### src/rtl/fnd_scan_decoder.sv
`default_nettype none
// ============================================================================
// Module   : fnd_scan_decoder
// Purpose  : Rebuilds 4-digit frames from a scanned active-low 7-segment bus.
// Revision : 1.0
// ============================================================================
module fnd_scan_decoder #(
    parameter int SETTLE_CYCLES  = 16,
    parameter int TIMEOUT_CYCLES = 200_000
) (
    input  logic        clk,
    input  logic        reset_n,
    input  logic [3:0]  fnd_com,
    input  logic [7:0]  fnd_data,
    output logic [15:0] value,
    output logic [3:0]  dp,
    output logic [13:0] bin_value,
    output logic        bcd_ok,
    output logic        frame_valid,
    output logic        active,
    output logic        seg_err,
    output logic        seq_err
);
    localparam int SW = $clog2(SETTLE_CYCLES + 1);
    localparam int TW = $clog2(TIMEOUT_CYCLES + 1);
    localparam logic [SW-1:0] SETTLE_LAST = SW'(SETTLE_CYCLES - 1);
    localparam logic [SW-1:0] SETTLE_MAX  = SW'(SETTLE_CYCLES);
    localparam logic [TW-1:0] TIMEOUT_MAX = TW'(TIMEOUT_CYCLES);

    localparam logic [1:0] ST_IDLE    = 2'd0;
    localparam logic [1:0] ST_COLLECT = 2'd1;
    localparam logic [1:0] ST_LOAD    = 2'd2;

    logic [3:0]    com_m_q, com_s_q, com_p_q;
    logic [7:0]    data_m_q, data_s_q, data_p_q;
    logic [SW-1:0] settle_q;
    logic [TW-1:0] tmo_q, tmo_d;
    logic [1:0]    state_q, state_d;
    logic [1:0]    last_q, last_d;
    logic [15:0]   shadow_q, shadow_d;
    logic [3:0]    shdp_q, shdp_d;
    logic          active_d, seg_err_d, seq_err_d;

    logic          w_changed, w_cap, w_idx_ok, w_glyph_ok, w_store, w_bcd_ok;
    logic [1:0]    w_idx;
    logic [3:0]    w_nib;
    logic [13:0]   w_bin;

    // The *_p_q pair is the previous synchronised sample; it also holds the captured pattern.
    assign w_changed = (com_s_q != com_p_q) || (data_s_q != data_p_q);
    assign w_cap     = (settle_q == SETTLE_LAST) && (com_p_q != 4'hF);

    always_comb begin
        w_idx_ok = 1'b1;
        w_idx    = 2'd0;
        case (com_p_q)
            4'b1110: w_idx = 2'd0;
            4'b1101: w_idx = 2'd1;
            4'b1011: w_idx = 2'd2;
            4'b0111: w_idx = 2'd3;
            default: w_idx_ok = 1'b0;
        endcase
    end

    always_comb begin
        w_glyph_ok = 1'b1;
        w_nib      = 4'h0;
        case (data_p_q[6:0])
            7'h40: w_nib = 4'h0;
            7'h79: w_nib = 4'h1;
            7'h24: w_nib = 4'h2;
            7'h30: w_nib = 4'h3;
            7'h19: w_nib = 4'h4;
            7'h12: w_nib = 4'h5;
            7'h02: w_nib = 4'h6;
            7'h78: w_nib = 4'h7;
            7'h00: w_nib = 4'h8;
            7'h10: w_nib = 4'h9;
            7'h08: w_nib = 4'hA;
            7'h03: w_nib = 4'hB;
            7'h46: w_nib = 4'hC;
            7'h21: w_nib = 4'hD;
            7'h06: w_nib = 4'hE;
            7'h0E: w_nib = 4'hF;
            default: w_glyph_ok = 1'b0;
        endcase
    end

    assign w_bcd_ok = (shadow_q[3:0] <= 4'd9) && (shadow_q[7:4] <= 4'd9) &&
                      (shadow_q[11:8] <= 4'd9) && (shadow_q[15:12] <= 4'd9);
    assign w_bin    = w_bcd_ok ? (14'(shadow_q[15:12]) * 14'd1000 + 14'(shadow_q[11:8]) * 14'd100 +
                                  14'(shadow_q[7:4]) * 14'd10 + 14'(shadow_q[3:0])) : 14'd0;

    always_comb begin
        state_d   = (state_q == ST_LOAD) ? ST_IDLE : state_q;
        last_d    = last_q;
        shadow_d  = shadow_q;
        shdp_d    = shdp_q;
        tmo_d     = tmo_q;
        active_d  = active;
        seg_err_d = 1'b0;
        seq_err_d = 1'b0;
        w_store   = 1'b0;
        if (w_cap) begin
            tmo_d    = '0;
            active_d = 1'b1;
            if (!w_idx_ok) begin
                seq_err_d = 1'b1;
                state_d   = ST_IDLE;
            end else if (!w_glyph_ok) begin
                seg_err_d = 1'b1;
                state_d   = ST_IDLE;
            end else if (state_q == ST_COLLECT && w_idx == last_q + 2'd1) begin
                w_store = 1'b1;
                state_d = (w_idx == 2'd3) ? ST_LOAD : ST_COLLECT;
            end else if (w_idx == 2'd0) begin
                // An index-0 capture always (re)starts a frame; mid-frame it is also an error.
                seq_err_d = (state_q == ST_COLLECT);
                w_store   = 1'b1;
                state_d   = ST_COLLECT;
            end else if (state_q == ST_COLLECT) begin
                seq_err_d = 1'b1;
                state_d   = ST_IDLE;
            end
        end else if (tmo_q != TIMEOUT_MAX) begin
            tmo_d = tmo_q + TW'(1);
        end else begin
            active_d = 1'b0;
            state_d  = ST_IDLE;
        end
        if (w_store) begin
            last_d                = w_idx;
            shadow_d[w_idx*4 +: 4] = w_nib;
            shdp_d[w_idx]         = ~data_p_q[7];
        end
    end

    always_ff @(posedge clk or negedge reset_n) begin
        if (!reset_n) begin
            com_m_q     <= '0;
            com_s_q     <= '0;
            com_p_q     <= '0;
            data_m_q    <= '0;
            data_s_q    <= '0;
            data_p_q    <= '0;
            settle_q    <= '0;
            tmo_q       <= '0;
            state_q     <= ST_IDLE;
            last_q      <= '0;
            shadow_q    <= '0;
            shdp_q      <= '0;
            value       <= '0;
            dp          <= '0;
            bin_value   <= '0;
            bcd_ok      <= 1'b0;
            frame_valid <= 1'b0;
            active      <= 1'b0;
            seg_err     <= 1'b0;
            seq_err     <= 1'b0;
        end else begin
            com_m_q  <= fnd_com;
            com_s_q  <= com_m_q;
            com_p_q  <= com_s_q;
            data_m_q <= fnd_data;
            data_s_q <= data_m_q;
            data_p_q <= data_s_q;
            if (w_changed) begin
                settle_q <= '0;
            end else if (settle_q != SETTLE_MAX) begin
                settle_q <= settle_q + SW'(1);
            end
            tmo_q       <= tmo_d;
            state_q     <= state_d;
            last_q      <= last_d;
            shadow_q    <= shadow_d;
            shdp_q      <= shdp_d;
            active      <= active_d;
            seg_err     <= seg_err_d;
            seq_err     <= seq_err_d;
            frame_valid <= (state_q == ST_LOAD);
            if (state_q == ST_LOAD) begin
                value     <= shadow_q;
                dp        <= shdp_q;
                bin_value <= w_bin;
                bcd_ok    <= w_bcd_ok;
            end
        end
    end

endmodule
`default_nettype wire

### config.mk
export PLATFORM = sky130hd
export DESIGN_NAME = fnd_scan_decoder
export DESIGN_NICKNAME = d
export VERILOG_FILES = /design/src/rtl/fnd_scan_decoder.sv
export SDC_FILE = /design/constraint.sdc
export NUM_CORES = 1
export LEC_CHECK = 0
export CAP_MARGIN = 20
export CORE_ASPECT_RATIO = 0.9
export CORE_MARGIN = 4
export CORE_UTILIZATION = 49
export DETAILED_ROUTE_END_ITERATION = 7
export GPL_ROUTABILITY_DRIVEN = 0
export PLACE_DENSITY_LB_ADDON = 0.05
export RECOVER_POWER = 25
export SLEW_MARGIN = 20
export SYNTH_ARGS = -nofsm -noshare
export SYNTH_HDL_FRONTEND = slang
export SYNTH_SLANG_ARGS = --single-unit
### constraint.sdc
create_clock -name clk -period 6.1 [get_ports clk]
set_input_delay 1.525 -clock clk [delete_from_list [all_inputs] [get_ports clk]]
set_output_delay 1.525 -clock clk [all_outputs]
set_load 0.02 [all_outputs]
# Word-level counts from Yosys, hierarchy flattened
# Cells that the tools add are included.
[word_totals]
regBits = 122
in_bits = 14
output_inout_bits = 39
word_cells = 120
[op_classes]
addsub = 7
multipliers = 3
order_cmp = 6
n_eq_ne = 30
shift = 2
muxes = 38
bitwise_logic = 1
reduce_logical = 13
[ops]
columns = ["op", "count"]
rows = [
  ["$pmux W4 S15", 1],
  ["$mux W18", 2],
  ["$neg A4 Y34", 1],
  ["$shift A4 B34 Y16 const A", 1],
  ["$shiftx A4 B34 Y16", 1],
  ["$eq A7 B7 Y1 const B", 4],
  ["$eq A7 B5 Y1 const B", 3],
  ["$eq A7 B6 Y1 const B", 3],
  ["$mux W1", 19],
  ["$add A18 B1 Y18 const B", 1],
  ["$mux W2", 9],
  ["$ne A18 B18 Y1 const B", 1],
  ["$bwmux W16", 1],
  ["$le A4 B4 Y1 const B", 4],
  ["$reduce_or A16 Y1", 1],
  ["$add A14 B11 Y14", 1],
  ["$add A14 B4 Y14", 1],
  ["$add A14 B8 Y14", 1],
  ["$eq A7 B2 Y1 const B", 2],
  ["$eq A7 B4 Y1 const B", 2],
  ["$mux W14", 1],
  ["$eq A4 B4 Y1 const B", 3],
  ["$mul A4 B7 Y11 const B", 1],
  ["$mux W5", 2],
  ["27 further kinds", 34],
]

# Depth between registers and ports, before layout
# Gate-level depths: netlist (run 1).
[depth]
ltp_word = 8
depth_mapped = 18
depth_no_buf = 18

# Worst setup path before layout (run 1)
# OpenSTA, ideal clock, no wires.
[synth_timing]
path_kind = "reg-to-reg"
from = "register shadow_q[14]"
to = "register bin_value[13]"
setup_ns = 0.121
t_arrival_ns = 4.292
t_required_ns = 5.979
setup_slack_ns = 1.687
stages_incl_launch_ff = 17
n_path_buf = 0
synth_period_minus_slack_ns = 4.413
cell_sequence = "dfrtp_1 > fa_1 > inv_1 > fa_1 > inv_1 > ha_1 > a21o_1 > a21oi_1 > xor2_1 > ha_1 > ha_1 > ha_1 > or4_1 > o22ai_1 > o21ai_0 > xnor2_1 > a22o_1"
[synth_via]
elab_chain_len = 5
word_cells_on_any_way = 7
classes_between = "add/sub (3); mul (1); order compare (1); mux (1); reduce/logical (1)"
[synth_rtl]
columns = ["item", "line_no", "source"]
rows = [
  ["from (decl)", "40", "logic [15:0] shadow_q, shadow_d;"],
  ["from (signal assigned)", "175", "shadow_q <= shadow_d;"],
  ["$mul A4 B7 Y11", "91", "assign w_bin = w_bcd_ok ? (14'(shadow_q[15:12]) * 14'd1000 + 14'(shadow_q[11:8]) * 14'd100 +"],
  ["$add A14 B11 Y14", "91", ""],
  ["$add A14 B8 Y14", "91", ""],
  ["$add A14 B4 Y14", "92", "14'(shadow_q[7:4]) * 14'd10 + 14'(shadow_q[3:0])) : 14'd0;"],
  ["$mux W14 (*)", "91", ""],
  ["to (signal assigned)", "184", "bin_value <= w_bin;"],
  ["to (decl)", "17", "output logic [13:0] bin_value,"],
]
# Mark *: on every way between the ends. The rest lies on a longest branch, timed or not.
# A chain may end at the register's enable or synchronous reset.

# Final worst setup path (run 1)
# Same ends and word-level chain as after synthesis.

==> key figures, run 1 <==
CTS
  – Hold buffers post-CTS: 0
  – CTS buffer count: 17
  – H-tree levels: 4
  – CTS tree: built
  – Skew-Pair Late Insertion Delay: 0.42 ns
  – Max Buffers Root-to-Sink: 2
  – Post-CTS Setup Inserts: 0
  – Clk sink count: 122
  – CTS resizes: 0
  – Clock root cell: clkbuf_16
  – Clock slew at reported path FFs: 0.06 ns

Critical path
  – Worst-path fanout max: 7
  – Worst EP arrival: about 5 ns
  – Critical Path RT: around 6.4 ns
  – CP startpoint kind: flop
  – Setup CP Type: flop to flop
  – CP endpoint kind: flop

STA
  – Hold Fails Final Rpt: 0
  – F_max: about 0.21 GHz
  – Worst Tran Pin Value: 1.99 ns
  – Tcrit/Tclk final: 0.769
  – Setup TNS: 0 ns
  – Max Clock Skew: about 0.011 ns
  – Minimum clock period after layout: ~4.7 ns
  – Pins Over Slew Limit: 53
  – Final-report setup violation count: 0
  – RSZ-0062 raised after global routing: false
  – Slew HR: -0.329

Routing
  – Post-DRT Antenna Nets: 0
  – Drt via density: 5.24
  – DRC errors left: 0
  – DRT Pass-1 Iters: 4
  – Initial DRC Count: 229
  – Final WL: 13.8 mm
  – Via count: between 4k and 5k
  – Routed wire per std cell: about 15 um

Run status
  – Status: finished with violations
  – Violated checks: capacitance limit, slew limit

Place
  – Placed instance area: between 7000 and 8000 sq um
  – Post-DP HPWL: between 10 and 15 mm
  – PortBufs: between 50 and 60

GRT
  – Overflow left after global routing: 0
  – Total Routing Usage GR: 0.184
  – Initial antenna violation count: 0
  – Vias in the first global route: approximately 5k
  – Pin count of the biggest net entering global routing: 53
  – First-pass GRT wire length: roughly 24 mm

Power and ir drop
  – Sequential share of power: 0.429
  – Clk pwr share: 0.539
  – Final Total Pwr: around 2000 uW
  – PD cells: approximately 230 nW/um^2
  – Sw Ratio: 0.220
  – Int Pwr: 1520 uW
  – Pleak: about 0.0040 uW
  – Logic pwr share: 0.032
  – NetSw: 431 uW
  – Peak VDD IR: 299 uV

Logic synthesis
  – Synth warnings: 0
  – Seq cells post-synth: ~120
  – Top cell type's share of synthesized area: 0.435
  – Synth Net Count: 785
  – Post-synthesis adder-cell area fraction: 0.168
  – Sequential share of the synthesized area: 0.435
  – Dominant cell type by area after synthesis: dfrtp_1
  – Yosys cell types: roughly 70
  – Post-synthesis compound-gate area fraction: 0.121
  – Share of synthesized registers carrying an async set or reset: 1.00
  – Post-synthesis instance total: between 600 and 700
  – Simple logic cell fraction of the synthesized area: 0.151
  – Largest family of logic cells by synthesized area: adder cells
  – Post-Synth XOR/XNOR Area: 0.0599
  – Post-synth EDFFs: 0
  – Most frequent cell after synthesis: dfrtp_1
  – Mux contribution to synthesized area: 0.0212
  – Syn_area_per_cell: roughly 10 sq um
  – Synth area leaders: dfrtp_1 43%, ha_1 12%, fa_1 4.8%
  – Synth Flop Type: dfrtp_1
  – Synth top cells by count: 122 x dfrtp_1, 88 x nand2_1, 67 x ha_1, 56 x inv_1, 44 x o21ai_0
  – Post-synthesis cell area: between 7000 and 8000 sq um

Cells and area
  – Layout cell share with drive strength beyond 1: 0.0758
  – Ant diodes: 0
  – Fin nets: ~840
  – Final instance area: 8320 sq um
  – Synthesis-to-finish area growth: 18.5%

Floorplanning
  – Cell Rows: between 40 and 50
  – Width of the die: roughly 130 um
  – Initial core utilization: 0.500
  – Die Y-Extent: ~120 um
  – CORE AREA: between 10000 and 15000 sq um
  – Die area: 16300 sq um
  – I/O pin count: 53

Worst hold path
  – HP Class: flop to flop

Job
  – Max-Cap Viols: 1
cells by family after synthesis:
kind of cell,Yosys count
multiplexers,12
adder cells (fa/ha/maj),84
flip-flops,122
buffers and inverters,78
XOR/XNOR,48
AND/OR/NAND/NOR,216
AO/OA/AOI/OAI,127
sequential cells by signal (all words and copies together), names as in the netlist, 5 cells and up:
signal and flops:
tmo_q 18, shadow_q 16, value 16, bin_value 14
data_m_q 8, data_p_q 8, data_s_q 8, settle_q 5
metal layers:
metal | up-vias | global-route usage | wire length [um]
li1 | 2469 | - | -
met3 | 10 | 0.0450 | 395
met4 | 0 | 0.0566 | 127
met5 | - | 0 | 0
met2 | 62 | 0.322 | 7090
met1 | 2409 | 0.228 | 6180
worst paths after layout:
kind / slack, ns / end / cells after the start / start
setup / recovery: 1.41 / bin_value[13] / 16 / shadow_q[14]
hold / removal: 0.35 / com_s_q[2] / 0 / com_m_q[2]
setup reg to reg: 1.41 / bin_value[13] / 16 / shadow_q[14]
hold reg to reg: 0.35 / com_s_q[2] / 0 / com_m_q[2]
max in group asynchronous: 3.37 / data_m_q[7] / 2 / reset_n
min in group asynchronous: 1.42 / value[12] / 1 / reset_n
metrics by stage:
step                utilization  cells  hold WS, ns  setup WS (ns)
finish                    0.592    945        0.346           1.41
global route              0.592    945        0.348           1.09
CTS                       0.593    945        0.347           1.37
detailed placement        0.548    913        0.335           1.39
global placement          0.548    913        0.332           1.49
floorplan                     -    687        0.331           1.69
cell usage in the layout, fill, tap and decap left out, types with 13 or more instances in the layout:
cell type,netlist,layout
fa_1,17,17
clkdlybuf4s50_1,0,51
o21ai_0,44,44
nor2_1,43,43
o31ai_1,14,14
nand3_1,13,13
inv_1,56,56
ha_1,67,67
dfrtp_1,122,122
a21oi_1,20,20
xor2_1,28,28
clkbuf_16,0,17
xnor2_1,20,20
nand2_1,88,87
power groups by stage:
stage	clock network (uW)	logic (uW)	registers, uW
3_3_place_gp	0	62.1	852
5_1_grt	1110	71.1	840
2_1_floorplan	0	41.4	841
6_report	1050	62.2	838
4_1_cts	1080	64.2	838
3_5_place_dp	0	63.9	852
critical path: stages, from the launching register on:
cell and delay, ns:
dfrtp_1 0.48, fa_1 0.60, inv_1 0.09, fa_1 0.51
inv_1 0.04, ha_1 0.34, a21o_1 0.17, a21oi_1 0.20
xor2_1 0.18, ha_1 0.25, ha_1 0.30, ha_1 0.23
or4_1 0.49, o22ai_1 0.20, o21ai_0 0.16, xnor2_1 0.14
a22o_1 0.20
cell type report:
type | count | area, sq um
repair buffers | 55 | 533
multi-input cells | 487 | 3660
clock inverters | 12 | 160
clock buffers | 20 | 467
fillers | 1207 | 5730
inverters | 56 | 210
well taps | 193 | 241
flip-flops and latches | 122 | 3050
Power figures use the tool's default switching activity.
==> inputs of run 2 (changes only) <==
Clock period 6.1 ns to 4.59 ns, I/O delays scaled along.
==> run 2 against run 1 <==
Net effect:
- the run still ends with capacitance limit, slew limit left
- wire length grew 3.0%
- combinational power grew 31%
- clock-buffer cell count grew 2
- highest routed layer unchanged
- global-route usage grew 0.35 points
- critical endpoint unchanged
- maximum frequency grew 7.8%
- largest cell class unchanged
==> key figures, run 2 (synthesized netlist as in run 1, its figures left out) <==
Critical path
  – Worst-path fanout max: 5 (was 7)
  – CP endpoint kind: flop (unchanged)
  – Max stage delay on crit path: 0.56 ns (was 0.60 ns)
  – CP startpoint kind: flop (unchanged)
  – Critical-path top delay cell: fa_1 (unchanged)
  – R2R setup slack: 0.24 ns (was 1.41 ns)
  – Setup CP Type: flop to flop (unchanged)
  – Crit-path most repeated cell: ha_1 (unchanged)
  – CP cell instances: fa_1 > inv_1 > fa_1 > inv_1 > ha_1 > buf_4 > a21oi_2 > xnor2_1 > ha_1 > ha_1 > ha_1 > or4_1 > o22ai_2 > o21ai_1 > xnor2_1 > a22o_1 (was fa_1 > inv_1 > fa_1 > inv_1 > ha_1 > a21o_1 > a21oi_1 > xor2_1 > ha_1 > ha_1 > ha_1 > or4_1 > o22ai_1 > o21ai_0 > xnor2_1 > a22o_1)
  – Worst EP arrival: 4.65 ns (was 4.99 ns)
  – Critical Path RT: 4.89 ns (was 6.40 ns)

STA
  – RSZ-0062 raised after global routing: false (unchanged)
  – Hold Slack: 0.345 ns (was 0.346 ns)
  – Slew HR: -0.336 (was -0.329)
  – Max Clock Skew: 0.00651 ns (was 0.0105 ns)
  – Final worst slack: 0.239 ns (was 1.41 ns)
  – Worst Tran Pin Value: 2.00 ns (was 1.99 ns)
  – Minimum clock period after layout: 4.35 ns (was 4.69 ns)
  – Final-report setup violation count: 0 (unchanged)
  – F_max: 0.230 GHz (was 0.213 GHz)
  – Hold Fails Final Rpt: 0 (unchanged)
  – Pins Over Slew Limit: 131 (was 53)
  – Setup TNS: 0 ns (unchanged)
  – Tcrit/Tclk final: 0.948 (was 0.769)

Worst hold path
  – HP Class: flop to flop (unchanged)

CTS
  – Max Buffers Root-to-Sink: 2 (unchanged)
  – Clock slew at reported path FFs: 0.05 ns (was 0.06 ns)
  – Clk sink count: 122 (unchanged)
  – Skew-Pair Late Insertion Delay: 0.41 ns (was 0.42 ns)
  – CTS tree: built (unchanged)
  – Clock root cell: clkbuf_16 (unchanged)
  – H-tree levels: 4 (unchanged)
  – CTS buffer count: 17 (unchanged)
  – Hold buffers post-CTS: 0 (unchanged)

Floorplanning
  – Die Y-Extent: 122 um (unchanged)
  – Cell Rows: 41 (unchanged)
  – Width of the die: 134 um (unchanged)
  – Initial core utilization: 0.500 (unchanged)
  – Die area: 16300 sq um (unchanged)
  – CORE AREA: 14100 sq um (unchanged)
  – I/O pin count: 53 (unchanged)

Run status
  – Status: finished with violations (unchanged)
  – Violated checks: capacitance limit, slew limit (unchanged)

Cells and area
  – Most frequent cells in the layout: 122 x dfrtp_1, 87 x nand2_1, 66 x ha_1 (was 122 x dfrtp_1, 87 x nand2_1, 67 x ha_1)
  – Register bank with the most flops: tmo_q (unchanged)
  – Ant diodes: 0 (unchanged)
  – Filler Cells Inserted: 1236 (was 1207)
  – Non-Filler Instances: 951 (was 945)
  – Synthesis-to-finish area growth: 18.7% (was 18.5%)
  – Fin nets: 843 (was 837)
  – Max reg flops: 18 (unchanged)
  – Post-layout util: 0.593 (was 0.592)
  – Layout cell share with drive strength beyond 1: 0.0831 (was 0.0758)
  – Most common cell after layout, fill and taps aside: dfrtp_1 (unchanged)
  – Largest regs: tmo_q (18), shadow_q (16), value (16) (unchanged)

Routing
  – Via count: 5037 (was 4950)
  – DRC errors left: 0 (unchanged)
  – Final WL: 14.2 mm (was 13.8 mm)
  – Initial DRC Count: 163 (was 229)
  – Drt via density: 5.30 (was 5.24)
  – DRT Pass-1 Iters: 5 (was 4)
  – Routed wire per std cell: 14.9 um (was 14.6 um)
  – Post-DRT Antenna Nets: 0 (unchanged)

Power and ir drop
  – Clk pwr share: 0.515 (was 0.539)
  – Sw Ratio: 0.220 (about the same)
  – PD cells: 296 nW/um^2 (was 235 nW/um^2)
  – Logic pwr share: 0.033 (was 0.032)
  – Int Pwr: 1920 uW (was 1520 uW)
  – Sequential share of power: 0.452 (was 0.429)
  – NetSw: 543 uW (was 431 uW)
  – Pleak: 0.00404 uW (was 0.00400 uW)
  – Peak VDD IR: 308 uV (was 299 uV)

Place
  – PortBufs: 52 (unchanged)
  – DP Worst Slack: 0.0372 ns (was 1.39 ns)
  – Inst Count DP: 918 (was 913)
  – Post-DP HPWL: 10.6 mm (was 10.3 mm)

GRT
  – Vias in the first global route: 5163 (was 5023)
  – First-pass GRT wire length: 24.5 mm (was 24.1 mm)
  – Pin count of the biggest net entering global routing: 78 (was 53)
  – Initial antenna violation count: 0 (unchanged)
  – Total Routing Usage GR: 0.188 (was 0.184)
  – Overflow left after global routing: 0 (unchanged)

Job
  – Max-Cap Viols: 2 (was 1)
## run 2: area by class of cell
type                    count  area, sq um  share of cell area
multi-input cells         487         3670               0.441
repair buffers             61          592              0.0710
inverters                  56          210              0.0252
clock buffers              22          444              0.0533
well taps                 193          241              0.0290
clock inverters            10          119              0.0143
flip-flops and latches    122         3050               0.366
## run 2: per-stage QoR
stage	instance area [sq um]	power, uW
2_1_floorplan	7020	1170
3_3_place_gp	7750	1220
3_5_place_dp	7750	1220
4_1_cts	8320	2510
5_1_grt	8330	2570
6_report	8330	2470
## run 2: critical path: cells and delay by family (launching register included)
| kind | cells | cell delay [ns] |
|---|---|---|
| adder cells (fa/ha/maj) | 6 | 2.19 |
| XOR/XNOR | 2 | 0.26 |
| AND/OR/NAND/NOR | 1 | 0.55 |
| buffers and inverters | 3 | 0.27 |
| AO/OA/AOI/OAI | 4 | 0.56 |
| flip-flops | 1 | 0.39 |
## run 2: timing repair
action,CTS,global route
resized for setup,1,4
setup buffers,0,1
endpoints found under the setup margin,1,3
pin swaps,0,1
gates cloned,0,0
## run 2: worst paths after layout
path	startpoint	depth (start not counted)	end
setup / recovery	shadow_q[15]	16	bin_value[13]
hold / removal	com_m_q[3]	0	com_s_q[3]
setup reg to reg	shadow_q[15]	16	bin_value[13]
hold reg to reg	com_m_q[3]	0	com_s_q[3]
max in group asynchronous	reset_n	1	state_q[1]
min in group asynchronous	reset_n	1	bcd_ok
## run 2: layer usage
metal  up-vias  track usage  wire [um]
met3        20       0.0500        430
met4         0       0.0592        205
met2        75        0.329       7330
met5         -            0          0
met1      2468        0.228       6240
li1       2474            -          -
## run 2: power by group through the flow
stage | clock network (uW) | logic, uW | registers (uW)
final | 1270 | 81.4 | 1120
after detailed placement | 0 | 85.8 | 1130
after floorplan | 0 | 55.0 | 1120
after CTS | 1310 | 85.9 | 1110
after global placement | 0 | 83.6 | 1130
after global routing | 1360 | 93.0 | 1120
==> inputs of run 3 (changes only) <==
==> constraint.sdc (replaced) <==
create_clock -name clk -period 4.59 [get_ports clk]
set_input_delay 1.377 -clock clk [delete_from_list [all_inputs] [get_ports clk]]
set_output_delay 1.377 -clock clk [all_outputs]
set_load 0.02 [all_outputs]
==> run 3 against run 2 <==
Net effect:
- the flow still finishes with violations (capacitance limit, slew limit)
- sequential cell count unchanged
- sequential share of layout area down 0.15 points
- design area up 0.41%
- combinational power down 1%
- critical path type unchanged
- largest cell class unchanged
- highest routed layer unchanged
==> key figures, run 3 (synthesized netlist as in run 1, its figures left out) <==
Worst hold path
  – Worst Hold Path Cells: 0 (unchanged)
  – HP Start: data_m_q[1] (was com_m_q[3])
  – WHS Endpoint: data_s_q[1] (was com_s_q[3])
  – HP Class: flop to flop (unchanged)

Critical path
  – R2R setup slack: 0.19 ns (was 0.24 ns)
  – Buf/Inv on CP: 2 (was 3)
  – Reg2reg end: bin_value[13] (unchanged)
  – R2R depth: 16 (unchanged)
  – Critical-path top delay cell: fa_2 (was fa_1)
  – Worst EP arrival: 4.71 ns (was 4.65 ns)
  – Max stage delay on crit path: 0.59 ns (was 0.56 ns)
  – Worst reg2reg startpoint: shadow_q[15] (unchanged)
  – Setup CP Type: flop to flop (unchanged)
  – Worst-path fanout max: 3 (was 5)
  – Critical Path RT: 4.90 ns (was 4.89 ns)
  – CP endpoint kind: flop (unchanged)
  – CP startpoint kind: flop (unchanged)
  – CP top delay family: adder cells (unchanged)
  – Crit-path most repeated cell: ha_1 (unchanged)
  – CP cell instances: fa_2 > inv_1 > fa_1 > inv_1 > ha_1 > a21o_1 > a21oi_2 > xor2_1 > ha_1 > ha_1 > ha_1 > or4_1 > o22ai_2 > o21ai_1 > xnor2_1 > a22o_1 (was fa_1 > inv_1 > fa_1 > inv_1 > ha_1 > buf_4 > a21oi_2 > xnor2_1 > ha_1 > ha_1 > ha_1 > or4_1 > o22ai_2 > o21ai_1 > xnor2_1 > a22o_1)

STA
  – F_max: 0.227 GHz (was 0.230 GHz)
  – Max Clock Skew: 0.00821 ns (was 0.00651 ns)
  – Setup TNS: 0 ns (unchanged)
  – Minimum clock period after layout: 4.40 ns (was 4.35 ns)
  – Worst Tran Pin Value: 1.70 ns (was 2.00 ns)
  – Final-report setup violation count: 0 (unchanged)
  – Pins Over Slew Limit: 67 (was 131)
  – Hold Fails Final Rpt: 0 (unchanged)
  – Tcrit/Tclk final: 0.959 (was 0.948)
  – Slew HR: -0.135 (was -0.336)

Cells and area
  – Max reg flops: 18 (unchanged)
  – Layout cell share with drive strength beyond 1: 0.0909 (was 0.0831)
  – Register bank with the most flops: tmo_q (unchanged)
  – Fin nets: 844 (was 843)
  – Synthesis-to-finish area growth: 19.2% (was 18.7%)
  – Filler Cells Inserted: 1225 (was 1236)
  – Most frequent cells in the layout: 122 x dfrtp_1, 87 x nand2_1, 67 x ha_1 (was 122 x dfrtp_1, 87 x nand2_1, 66 x ha_1)
  – Most common cell after layout, fill and taps aside: dfrtp_1 (unchanged)
  – Largest regs: tmo_q (18), shadow_q (16), value (16) (unchanged)
  – Ant diodes: 0 (unchanged)

GRT
  – Met1 Resource Use GR: 0.238 (was 0.228)
  – M3 GR Usage: 0.0392 (was 0.0500)
  – Total Routing Usage GR: 0.196 (was 0.188)
  – Pin count of the biggest net entering global routing: 67 (was 78)
  – Initial antenna violation count: 0 (unchanged)
  – Met2 usage in global routing: 0.342 (was 0.329)
  – Top Usage Layer GRT: met2 (unchanged)
  – Overflow left after global routing: 0 (unchanged)
  – Vias in the first global route: 5364 (was 5163)
  – First-pass GRT wire length: 25.4 mm (was 24.5 mm)

CTS
  – CTS buffer count: 17 (unchanged)
  – Clock root cell: clkbuf_16 (unchanged)
  – Max Buffers Root-to-Sink: 2 (unchanged)
  – Clock slew at reported path FFs: 0.06 ns (was 0.05 ns)
  – H-tree levels: 4 (unchanged)
  – Skew-Pair Late Insertion Delay: 0.42 ns (was 0.41 ns)
  – Hold buffers post-CTS: 0 (unchanged)
  – Clk sink count: 122 (unchanged)
  – CTS tree: built (unchanged)

Routing
  – Final WL: 14.5 mm (was 14.2 mm)
  – Via count: 5072 (was 5037)
  – Post-DRT Antenna Nets: 0 (unchanged)
  – DRT Pass-1 Iters: 4 (was 5)
  – Initial DRC Count: 229 (was 163)
  – DRC errors left: 0 (unchanged)
  – Routed wire per std cell: 15.2 um (was 14.9 um)
  – Drt via density: 5.33 (was 5.30)

Floorplanning
  – Cell Rows: 41 (unchanged)
  – Initial core utilization: 0.500 (unchanged)
  – Die Y-Extent: 122 um (unchanged)
  – I/O pin count: 53 (unchanged)
  – Die area: 16300 sq um (unchanged)
  – CORE AREA: 14100 sq um (unchanged)
  – Width of the die: 134 um (unchanged)

Power and ir drop
  – Final Total Pwr: 2540 uW (was 2470 uW)
  – Peak VDD IR: 238 uV (was 308 uV)
  – PD cells: 304 nW/um^2 (was 296 nW/um^2)
  – Pleak: 0.00405 uW (was 0.00404 uW)

Place
  – PortBufs: 52 (unchanged)
  – Post-DP HPWL: 10.7 mm (was 10.6 mm)

Run status
  – Violated checks: capacitance limit, slew limit (unchanged)
  – Status: finished with violations (unchanged)

Job
  – Max-Cap Viols: 1 (was 2)
## run 3: cell types whose count changed in the layout (fill, tap and decap cells not counted), sizes merged
cell,change
clkbuf,-5
clkinvlp,+3
buf,+2
inv,+2
clkinv,-1
## run 3: worst max-delay path by stage
stage | from | endpoint | slack (ns) | depth (start not counted)
after detailed placement | shadow_q[13] | bin_value[13] | 0.06 | 16
after global placement | shadow_q[13] | bin_value[13] | 0.10 | 16
after floorplan | shadow_q[14] | bin_value[13] | 0.18 | 16
after CTS | shadow_q[13] | bin_value[13] | 0.03 | 16
after global routing | shadow_q[15] | bin_value[13] | -0.05 | 16
final | shadow_q[15] | bin_value[13] | 0.19 | 16
## run 3: routing by layer
| layer | wire length, um | vias to the layer above |
|---|---|---|
| li1 | - | 2477 |
| met1 | 6290 | 2493 |
| met2 | 7550 | 80 |
| met3 | 397 | 22 |
| met4 | 278 | 0 |
| met5 | 0 | - |
## run 3: cell type report
type / count / area (sq um) / area share
Multi-Input combinational cell: 487 / 3670 / 0.439
Sequential cell: 122 / 3050 / 0.365
Timing Repair Buffer: 62 / 591 / 0.0706
Clock buffer: 18 / 439 / 0.0525
Tap cell: 193 / 241 / 0.0289
Inverter: 56 / 210 / 0.0251
Clock inverter: 14 / 163 / 0.0194
## run 3: metrics by stage
step / utilization / hold WS [ns] / std cells / area, sq um / setup WS [ns]
final: 0.595 / 0.348 / 952 / 8370 / 0.190
after global routing: 0.595 / 0.356 / 952 / 8370 / -0.0524
after CTS: 0.594 / 0.347 / 950 / 8340 / 0.0314
after detailed placement: 0.551 / 0.336 / 918 / 7740 / 0.0591
after global placement: 0.551 / 0.333 / 918 / 7740 / 0.100
after floorplan: - / 0.331 / 687 / 7020 / 0.177
## run 3: where the power goes
| part | internal (uW) | switching (uW) |
|---|---|---|
| sequential | 1090 | 22.5 |
| clock | 825 | 522 |
| combinational | 29.8 | 50.8 |
## run 3: repair_timing
action	4_1_cts	5_1_grt
setup buffers	0	2
setup endpoints to repair	0	1
resized for setup	0	4
## run 3: worst reg2reg max path: stages, from the launching register on
cell	delay, ns
dfrtp_1	0.40
fa_2	0.59
inv_1	0.08
fa_1	0.52
inv_1	0.05
ha_1	0.31
a21o_1	0.17
a21oi_2	0.16
xor2_1	0.16
ha_1	0.25
ha_1	0.31
ha_1	0.24
or4_1	0.49
o22ai_2	0.14
o21ai_1	0.11
xnor2_1	0.13
a22o_1	0.19
